**src/rtl/nand_seq_pkg.sv**
```systemverilog
// Shared types for the NAND logic sequencer.
// Contents:
//   op_e     - function select (NAND..PASSA = 0..7)
//   state_e  - sequencer states (IDLE, EXEC, DONE)
//   src_e    - NAND operand source register select
//   dst_e    - NAND result destination register select
//   op_steps - number of NAND evaluations (k) each function needs
package nand_seq_pkg;

  localparam int unsigned STEP_W = 3;

  typedef enum logic [2:0] {
    OP_NAND  = 3'd0,
    OP_AND   = 3'd1,
    OP_OR    = 3'd2,
    OP_NOR   = 3'd3,
    OP_XOR   = 3'd4,
    OP_XNOR  = 3'd5,
    OP_NOTA  = 3'd6,
    OP_PASSA = 3'd7
  } op_e;

  typedef enum logic [1:0] {
    ST_IDLE = 2'd0,
    ST_EXEC = 2'd1,
    ST_DONE = 2'd2
  } state_e;

  typedef enum logic [2:0] {
    SRC_RA = 3'd0,
    SRC_RB = 3'd1,
    SRC_RT = 3'd2,
    SRC_RU = 3'd3,
    SRC_RV = 3'd4
  } src_e;

  typedef enum logic [1:0] {
    DST_RT = 2'd0,
    DST_RU = 2'd1,
    DST_RV = 2'd2,
    DST_C  = 2'd3
  } dst_e;

  function automatic logic [STEP_W-1:0] op_steps(input op_e op);
    case (op)
      OP_NAND:  op_steps = 3'd1;
      OP_AND:   op_steps = 3'd2;
      OP_OR:    op_steps = 3'd3;
      OP_NOR:   op_steps = 3'd4;
      OP_XOR:   op_steps = 3'd4;
      OP_XNOR:  op_steps = 3'd5;
      OP_NOTA:  op_steps = 3'd1;
      default:  op_steps = 3'd2;   // OP_PASSA
    endcase
  endfunction

endpackage

```
**src/rtl/nand_seq_ucode.sv**
```systemverilog
// Combinational micro-program ROM for the NAND sequencer.
// Ports:
//   op    in  function being executed
//   step  in  current micro-step index (0-based)
//   src_p out first NAND operand source
//   src_q out second NAND operand source
//   dst   out destination of the NAND result
//   last  out high on the final micro-step of the function
module nand_seq_ucode
  import nand_seq_pkg::*;
(
  input  op_e               op,
  input  logic [STEP_W-1:0] step,
  output src_e              src_p,
  output src_e              src_q,
  output dst_e              dst,
  output logic              last
);

  always_comb begin
    src_p = SRC_RA;
    src_q = SRC_RA;
    dst   = DST_C;
    last  = (step == (op_steps(op) - 3'd1));
    case (op)
      OP_NAND: begin
        src_q = SRC_RB;
      end
      OP_AND, OP_PASSA: begin
        case (step)
          3'd0: begin
            src_q = (op == OP_AND) ? SRC_RB : SRC_RA;
            dst   = DST_RT;
          end
          default: begin
            src_p = SRC_RT; src_q = SRC_RT;
          end
        endcase
      end
      // NOR runs the OR sequence into V, then inverts V.
      OP_OR, OP_NOR: begin
        case (step)
          3'd0: dst = DST_RT;
          3'd1: begin
            src_p = SRC_RB; src_q = SRC_RB; dst = DST_RU;
          end
          3'd2: begin
            src_p = SRC_RT; src_q = SRC_RU;
            dst   = (op == OP_NOR) ? DST_RV : DST_C;
          end
          default: begin
            src_p = SRC_RV; src_q = SRC_RV;
          end
        endcase
      end
      // XNOR runs the XOR sequence into T, then inverts T.
      OP_XOR, OP_XNOR: begin
        case (step)
          3'd0: begin
            src_q = SRC_RB; dst = DST_RT;
          end
          3'd1: begin
            src_q = SRC_RT; dst = DST_RU;
          end
          3'd2: begin
            src_p = SRC_RB; src_q = SRC_RT; dst = DST_RV;
          end
          3'd3: begin
            src_p = SRC_RU; src_q = SRC_RV;
            dst   = (op == OP_XNOR) ? DST_RT : DST_C;
          end
          default: begin
            src_p = SRC_RT; src_q = SRC_RT;
          end
        endcase
      end
      default: begin
        // OP_NOTA: single ~(A&A)
      end
    endcase
  end

endmodule

```
**src/rtl/nand_logic_sequencer.sv**
```systemverilog
// Multi-cycle bitwise logic unit built on a single shared N-bit NAND stage.
// One NAND evaluation per EXEC cycle; function selected by op (see op_e).
// Ports:
//   clk, rst             clock, synchronous active-high reset
//   in_valid/in_ready    operand handshake (in_ready high only in IDLE)
//   op, a, b             function select and operands, sampled on accept
//   out_valid/out_ready  result handshake; c held stable while in DONE
//   c                    result
//   nand_evals           (only with NAND_SEQ_STATS_EN) saturating count of
//                        EXEC cycles
module nand_logic_sequencer
  import nand_seq_pkg::*;
#(
  parameter int unsigned N = 8
) (
  input  logic         clk,
  input  logic         rst,
  input  logic         in_valid,
  output logic         in_ready,
  input  logic [2:0]   op,
  input  logic [N-1:0] a,
  input  logic [N-1:0] b,
  output logic         out_valid,
  input  logic         out_ready,
  output logic [N-1:0] c
`ifdef NAND_SEQ_STATS_EN
  ,
  output logic [31:0]  nand_evals
`endif
);

  state_e            state_q, state_d;
  op_e               op_q, op_d;
  logic [STEP_W-1:0] step_q, step_d;
  logic [N-1:0]      ra_q, ra_d, rb_q, rb_d;
  logic [N-1:0]      rt_q, rt_d, ru_q, ru_d, rv_q, rv_d;
  logic [N-1:0]      c_q, c_d;

  src_e       src_p, src_q;
  dst_e       dst;
  logic       last;
  logic [N-1:0] nand_p, nand_q, nand_x;

  nand_seq_ucode u_ucode (
    .op    (op_q),
    .step  (step_q),
    .src_p (src_p),
    .src_q (src_q),
    .dst   (dst),
    .last  (last)
  );

  function automatic logic [N-1:0] pick(input src_e s, input logic [N-1:0] ra,
                                        input logic [N-1:0] rb, input logic [N-1:0] rt,
                                        input logic [N-1:0] ru, input logic [N-1:0] rv);
    case (s)
      SRC_RA:  pick = ra;
      SRC_RB:  pick = rb;
      SRC_RT:  pick = rt;
      SRC_RU:  pick = ru;
      default: pick = rv;
    endcase
  endfunction

  always_comb begin
    nand_p = pick(src_p, ra_q, rb_q, rt_q, ru_q, rv_q);
    nand_q = pick(src_q, ra_q, rb_q, rt_q, ru_q, rv_q);
    nand_x = ~(nand_p & nand_q);
  end

  assign in_ready  = (state_q == ST_IDLE) && !rst;
  assign out_valid = (state_q == ST_DONE);
  assign c         = c_q;

  always_comb begin
    state_d = state_q;
    op_d    = op_q;
    step_d  = step_q;
    ra_d    = ra_q;
    rb_d    = rb_q;
    rt_d    = rt_q;
    ru_d    = ru_q;
    rv_d    = rv_q;
    c_d     = c_q;
    case (state_q)
      ST_IDLE: begin
        if (in_valid && in_ready) begin
          ra_d    = a;
          rb_d    = b;
          op_d    = op_e'(op);
          step_d  = '0;
          state_d = ST_EXEC;
        end
      end
      ST_EXEC: begin
        case (dst)
          DST_RT:  rt_d = nand_x;
          DST_RU:  ru_d = nand_x;
          DST_RV:  rv_d = nand_x;
          default: c_d  = nand_x;
        endcase
        if (last) state_d = ST_DONE;
        else      step_d  = step_q + 3'd1;
      end
      ST_DONE: begin
        if (out_ready) state_d = ST_IDLE;
      end
      default: state_d = ST_IDLE;
    endcase
  end

  always_ff @(posedge clk) begin
    if (rst) begin
      state_q <= ST_IDLE;
      op_q    <= OP_NAND;
      step_q  <= '0;
      ra_q    <= '0;
      rb_q    <= '0;
      rt_q    <= '0;
      ru_q    <= '0;
      rv_q    <= '0;
      c_q     <= '0;
    end else begin
      state_q <= state_d;
      op_q    <= op_d;
      step_q  <= step_d;
      ra_q    <= ra_d;
      rb_q    <= rb_d;
      rt_q    <= rt_d;
      ru_q    <= ru_d;
      rv_q    <= rv_d;
      c_q     <= c_d;
    end
  end

`ifdef NAND_SEQ_STATS_EN
  logic [31:0] evals_q, evals_d;

  always_comb begin
    evals_d = evals_q;
    if ((state_q == ST_EXEC) && (evals_q != '1)) evals_d = evals_q + 32'd1;
  end

  always_ff @(posedge clk) begin
    if (rst) evals_q <= '0;
    else     evals_q <= evals_d;
  end

  assign nand_evals = evals_q;
`endif

endmodule

```
**config.mk**
```make
export PLATFORM = sky130hd
export DESIGN_NAME = nand_logic_sequencer
export DESIGN_NICKNAME = d
export VERILOG_FILES = /design/src/rtl/nand_seq_pkg.sv /design/src/rtl/nand_seq_ucode.sv /design/src/rtl/nand_logic_sequencer.sv
export SDC_FILE = /design/constraint.sdc
export NUM_CORES = 1
export LEC_CHECK = 0
export ABC_CLOCK_PERIOD_IN_PS = 3700
export BUFFER_PORTS_ARGS = -buffer_cell sky130_fd_sc_hd__buf_2
export CAP_MARGIN = 15
export CORE_ASPECT_RATIO = 0.9
export CORE_MARGIN = 2
export CORE_UTILIZATION = 35
export DETAILED_ROUTE_END_ITERATION = 10
export PLACE_DENSITY = 0.58
export SLEW_MARGIN = 5
export SYNTH_ARGS = -nofsm -noshare
export SYNTH_HDL_FRONTEND = slang
export SYNTH_SLANG_ARGS = --single-unit
export TNS_END_PERCENT = 5
```
**constraint.sdc**
```tcl
create_clock -name clk -period 3.7 [get_ports clk]
set_clock_uncertainty 0.15 [all_clocks]
set_input_delay 0.555 -clock clk [delete_from_list [all_inputs] [get_ports clk]]
set_output_delay 0.555 -clock clk [all_outputs]
set_load 0.02 [all_outputs]
```
==> results of run 1 <==
[per-stage QoR]
stage	power [W]	hold slack (ns)	setup WS, ns
floorplan	0.000811	0.294	0.971
global placement	0.000866	0.311	0.547
detailed placement	0.000868	0.311	0.483
CTS	0.00126	0.320	0.474
global route	0.00131	0.332	0.201
finish	0.00126	0.321	0.455
[cells by family (layout without fill, tap and decap cells)]
logic type,Yosys count,after routing,synth area share
flops,56,56,0.347
compound gates,159,159,0.351
simple gates,106,106,0.160
mux,17,17,0.0534
buf+inv,33,55,0.0499
xor+xnor,2,2,0.00774
fa+ha+maj,8,8,0.0309
[power groups by stage]
stage	Sequential (W)	Combinational, W	Clock [W]
finish	0.000650	0.000206	0.000404
global route	0.000653	0.000227	0.000430
CTS	0.000650	0.000205	0.000407
detailed placement	0.000664	0.000204	0
global placement	0.000663	0.000203	0
floorplan	0.000662	0.000149	0
[cell usage in the layout (no fill, tap or decap), drive strengths merged, types with 9 or more instances in the layout]
cell	synthesis	layout
a21oi	42	42
dfxtp	56	56
inv	9	9
mux2i	15	15
o21ai	37	37
nand3	10	10
a31oi	27	27
buf	11	38
nand2	57	57
[worst max-delay path, delay by kind of cell, from the launching register on]
kind                       cells  cell delay [ns]
AOI/OAI and AO/OA              3             1.32
and+or+nand+nor                3             0.76
DFF                            1             0.48
adders and majority gates      1             0.27
buffers and inverters          1             0.14
[registers in the layout, indices dropped and copies added (netlist names)]
| register | flops |
|---|---|
| ra_q | 8 |
| op_q | 3 |
| rv_q | 8 |
| ru_q | 8 |
| step_q | 3 |
| c | 8 |
| state_q | 2 |
| rt_q | 8 |
| rb_q | 8 |
[final timing paths]
kind,start,end,depth (start not counted),slack (ns)
worst max-delay path,step_q[0]$_SDFFE_PP0P_,rt_q[3]$_SDFFE_PP0P_,8,0.45
worst min-delay path,a[6],ra_q[6]$_SDFFE_PP0P_,3,0.32
worst max register to register,step_q[0]$_SDFFE_PP0P_,rt_q[3]$_SDFFE_PP0P_,8,0.45
worst min register to register,rb_q[2]$_SDFFE_PP0P_,rb_q[2]$_SDFFE_PP0P_,2,0.33
[layout make-up]
cell class              count  area [um2]
repair buffers             38         205
inverters                   9        33.8
flip-flops and latches     56        1120
clock buffers               5        68.8
fillers                   936        5470
clock inverters             3        42.5
well taps                 122         153
multi-input cells         292        1950
[per-layer routing]
metal / vias to the layer above / GRT usage
li1: 1479 / -
met1: 1407 / 0.216
met2: 62 / 0.295
met3: 20 / 0.0205
met4: 0 / 0.0744
met5: - / 0
==> flow_summary.yaml, run 1 <==
route:
  met3_length_um: 291
  via_count: 2968
  routed.top_layer: "met4"
  drt_wl_total_mm: 8.37
  drtIter0Drc: 129
  first_pass_iters: 5
  drc: 0
  wl_per_cell_um: 15.9
  vias_per_cell: 5.65
  ant_nets: 0
  wl_met2_mm: 4.07
  met1_length_mm: 3.76
cts:
  root_buffer: "clkbuf_8"
  cts_resized: 0
  cts_tree: "yes"
  cts_buffer_depth: 2
  numCtsBuffers: 5
  clkLatencyLatePin_ns: 0.31
  hold_buffers: 0
  cts_setup_buffers: 0
  clkTransAtPathRegs_ns: 0.10
  cts_htree_levels: 2
  clkSinkCount: 56
run:
  drv_cap: 0
floorplanning:
  start_util: 0.358
  row_count: 33
  coreArea_mm2: 0.00904
  die_w_um: 105
  dieArea_mm2: 0.0100
  io_pins: 33
  fp.dieH_um: 95.2
synthesis:
  synthesis.nets: 412
  synth-seq-area-share: 0.347
  synth_most_common_cell: "nand2_1"
  syn_area_mm2: 0.00323
  synth-edff-count: 0
  yosys.cell_types.count: 58
  yosysWarnings: 0
  synth_top_area_cell: "dfxtp_1"
  yosysTopAreaCellShare: 0.347
  ys_top_cells_by_area: "dfxtp_1 (35%), nand2_1 (6.6%), a21oi_1 (6.5%)"
  synthArstFlopShare: 0
  yosys-top-cells-count: "nand2_1 (57), dfxtp_1 (56), a21oi_1 (42), o21ai_0 (36), a31oi_1 (25)"
  synth-seq-cells: 56
  synth_cells: 381
  ys.flop_type: "dfxtp_1"
  postSynthAreaPerCell_um2: 8.49
power_and_ir_drop:
  leakage_nw: 1.28
  comb_power_share: 0.163
  power.density_mw_per_mm2: 352
  clkPwrFrac: 0.321
  intPower_w: 0.000906
  switching_share: 0.280
  p_seq_frac: 0.516
  power_switching_w: 0.000353
  ir_drop_mv: 0.139
placed_design:
  placed_cell_area_mm2: 0.00346
  gp_congestion: 0.878
  dp_cells: 517
  numPortBuffers: 32
  dp_hpwl_mm: 6.00
global_routing:
  grt_max_degree: 34
  grt_use_total: 0.171
  grt_pass1_wl_mm: 13.7
  grt_pass1_vias: 2779
  antenna_found_initial: 0
  overflow: 0
setup_path:
  start_kind: "flop"
  crit_chain: "inv_1 -> ha_1 -> or3_4 -> a21o_1 -> a2111oi_2 -> nand2_1 -> nand4_1 -> a311oi_1"
  worstPathArrival_ns: 3.27
  worstPathRequired_ns: 3.73
  crit_fanout: 14
  crit_path_end_kind: "flop"
  crit_type: "reg -> reg"
  max_stage_delay_ns: 0.90
  cpMaxStageDelayCell: "a2111oi_2"
layout:
  final_nets: 433
  fin_area_mm2: 0.00358
  finalNonFillerCells: 525
  syn_to_final_growth_pct: 10.6
  post-route-util: 0.395
  antennaDiodeCount: 0
  layout-drive-gt1-share: 0.179
sta:
  timing.fmax_ghz: 0.308
  slew_violations: 0
  tightest_slew_ns: 0.906
  fin_crit_sh: 0.877
  setup-violations-final: 0
  grt_setup_unrepaired: "no"
  finalCriticalPeriod_ns: 3.25
  finalSetupTns_ns: 0
  slew_headroom: 0.395
  finalHoldViolCount: 0
hold_path:
  min_path_type: "in -> reg"
run_status:
  status: "complete, no violations"
No activity file was read; power rests on OpenSTA's default activity.
==> run 2: changes to the inputs <==
--- a/config.mk
+++ b/config.mk
@@ -12,7 +12,7 @@
 export CORE_MARGIN = 2
 export CORE_UTILIZATION = 35
 export DETAILED_ROUTE_END_ITERATION = 10
-export PLACE_DENSITY = 0.58
+export PLACE_DENSITY = 0.57
 export SLEW_MARGIN = 5
 export SYNTH_ARGS = -nofsm -noshare
 export SYNTH_HDL_FRONTEND = slang
==> flow_summary.yaml, run 2 (synthesis results as in run 1) <==
layout:
  layout-drive-gt1-share: 0.170
  final_common_cell: "nand2_1"
  seq_area_mm2: 0.00112
  fill_cells: 931
  post-route-util: 0.390
  layout_common_cells: "nand2_1 (57), dfxtp_1 (56), a21oi_1 (42)"
  multi_input_area_mm2: 0.00195
  finalNonFillerCells: 521
  syn_to_final_growth_pct: 9.01
  antennaDiodeCount: 0
  final_nets: 432
cts:
  cts_htree_levels: 2
  hold_buffers: 0
  cts_setup_buffers: 0
  cts_tree: "yes"
  numCtsBuffers: 5
  cts_buffer_depth: 2
  clkSinkCount: 56
  clkLatencyLatePin_ns: 0.30
  clkTransAtPathRegs_ns: 0.09
  root_buffer: "clkbuf_8"
  cts_resized: 0
global_routing:
  grt_use_total: 0.171
  overflow: 0
  grt_pass1_vias: 2872
  grt_pass1_wl_mm: 14.0
  grt_max_degree: 34
  antenna_found_initial: 0
run_status:
  status: "complete, no violations"
placed_design:
  numPortBuffers: 32
  pre_cts_ws_ns: 0.515
  dp_hpwl_mm: 6.20
  dp_cells: 516
  gp_congestion: 0.882
route:
  drc: 0
  wl_per_cell_um: 16.2
  ant_nets: 0
  vias_per_cell: 5.67
  drtIter0Drc: 146
  via_count: 2953
  first_pass_iters: 4
  drt_wl_total_mm: 8.45
sta:
  setup_ws_ns: 0.489
  setup-violations-final: 0
  slew_headroom: 0.463
  timing.fmax_ghz: 0.311
  finalCriticalPeriod_ns: 3.21
  finalSetupTns_ns: 0
  grt_setup_unrepaired: "no"
  finalHoldViolCount: 0
  slew_violations: 0
  tightest_slew_ns: 0.804
  fin_crit_sh: 0.868
hold_path:
  hold_path_end: "rb_q[2]$_SDFFE_PP0P_"
  min_path_type: "reg -> reg"
  holdPathStages: 2
  hp-start: "rb_q[2]$_SDFFE_PP0P_"
power_and_ir_drop:
  total_power_w: 0.00116
  leakage_nw: 1.25
  clkPwrFrac: 0.263
  p_seq_frac: 0.560
  intPower_w: 0.000828
  comb_power_share: 0.178
  power.density_mw_per_mm2: 329
  power_switching_w: 0.000331
  switching_share: 0.286
  ir_drop_mv: 0.155
run:
  drv_cap: 0
setup_path:
  max_stage_delay_ns: 0.68
  worstPathArrival_ns: 3.27
  r2r_slack_ns: 0.49
  crit_type: "reg -> reg"
  crit_chain: "inv_1 -> ha_1 -> nor3_1 -> o21ai_0 -> a21oi_1 -> nand2b_1 -> o221ai_2 -> a311oi_1"
  crit_fanout: 9
  r2r.worst_path.cells: 8
  crit_path_end_kind: "flop"
  worstPathRequired_ns: 3.76
  cpMaxStageDelayCell: "a21oi_1"
  start_kind: "flop"
  r2r-end: "rt_q[6]$_SDFFE_PP0P_"
  worstReg2RegStart: "step_q[0]$_SDFFE_PP0P_"
floorplanning:
  row_count: 33
  io_pins: 33
  dieArea_mm2: 0.0100
  coreArea_mm2: 0.00904
  fp.dieH_um: 95.2
  die_w_um: 105
  start_util: 0.358
-- run 2: changes by cell type in the layout (fill, tap and decap cells not counted) --
cell	change
buf_4	-1
bufinv_16	-1
clkinvlp_4	-1
clkinv_2	-1
-- run 2: through the flow --
| step | hold slack, ns | area, um2 |
|---|---|---|
| after floorplan | 0.294 | 3230 |
| after global placement | 0.309 | 3460 |
| after detailed placement | 0.314 | 3460 |
| after CTS | 0.327 | 3530 |
| after global routing | 0.329 | 3530 |
| final | 0.327 | 3530 |
-- run 2: power by group through the flow --
stage,Sequential [W],Combinational [W],Clock [W]
3_5_place_dp,0.000663,0.000206,0
6_report,0.000649,0.000206,0.000304
2_1_floorplan,0.000662,0.000149,0
3_3_place_gp,0.000663,0.000203,0
4_1_cts,0.000649,0.000207,0.000309
5_1_grt,0.000652,0.000226,0.000337
-- run 2: layer usage --
layer,part of all wire,track usage,vias to the layer above
met5,0,0,-
met4,0.014,0.0500,0
met3,0.023,0.0212,11
met2,0.49,0.307,45
met1,0.47,0.217,1422
li1,-,-,1475
-- run 2: cell type report --
type,count,share of cell area
flip-flops and latches,56,0.318
clock buffers,5,0.0195
repair buffers,37,0.0561
multi-input cells,292,0.554
well taps,122,0.0433
inverters,9,0.00958
-- run 2: worst max-delay path: cells and delay by family (launching register included) --
family,cells,cell delay [ns]
compound gates,4,1.38
fa+ha+maj,1,0.28
buf+inv,1,0.14
flops,1,0.47
simple gates,2,0.70
-- run 2: worst max-delay path by stage --
stage | slack, ns | to | from
finish | 0.49 | rt_q[6]$_SDFFE_PP0P_ | step_q[0]$_SDFFE_PP0P_
global route | 0.09 | rt_q[0]$_SDFFE_PP0P_ | step_q[0]$_SDFFE_PP0P_
CTS | 0.50 | rt_q[3]$_SDFFE_PP0P_ | op_q[2]$_SDFFE_PP0P_
detailed placement | 0.51 | rt_q[6]$_SDFFE_PP0P_ | op_q[1]$_SDFFE_PP0P_
global placement | 0.55 | rt_q[3]$_SDFFE_PP0P_ | op_q[1]$_SDFFE_PP0P_
floorplan | 0.97 | rt_q[3]$_SDFFE_PP0P_ | op_q[1]$_SDFFE_PP0P_
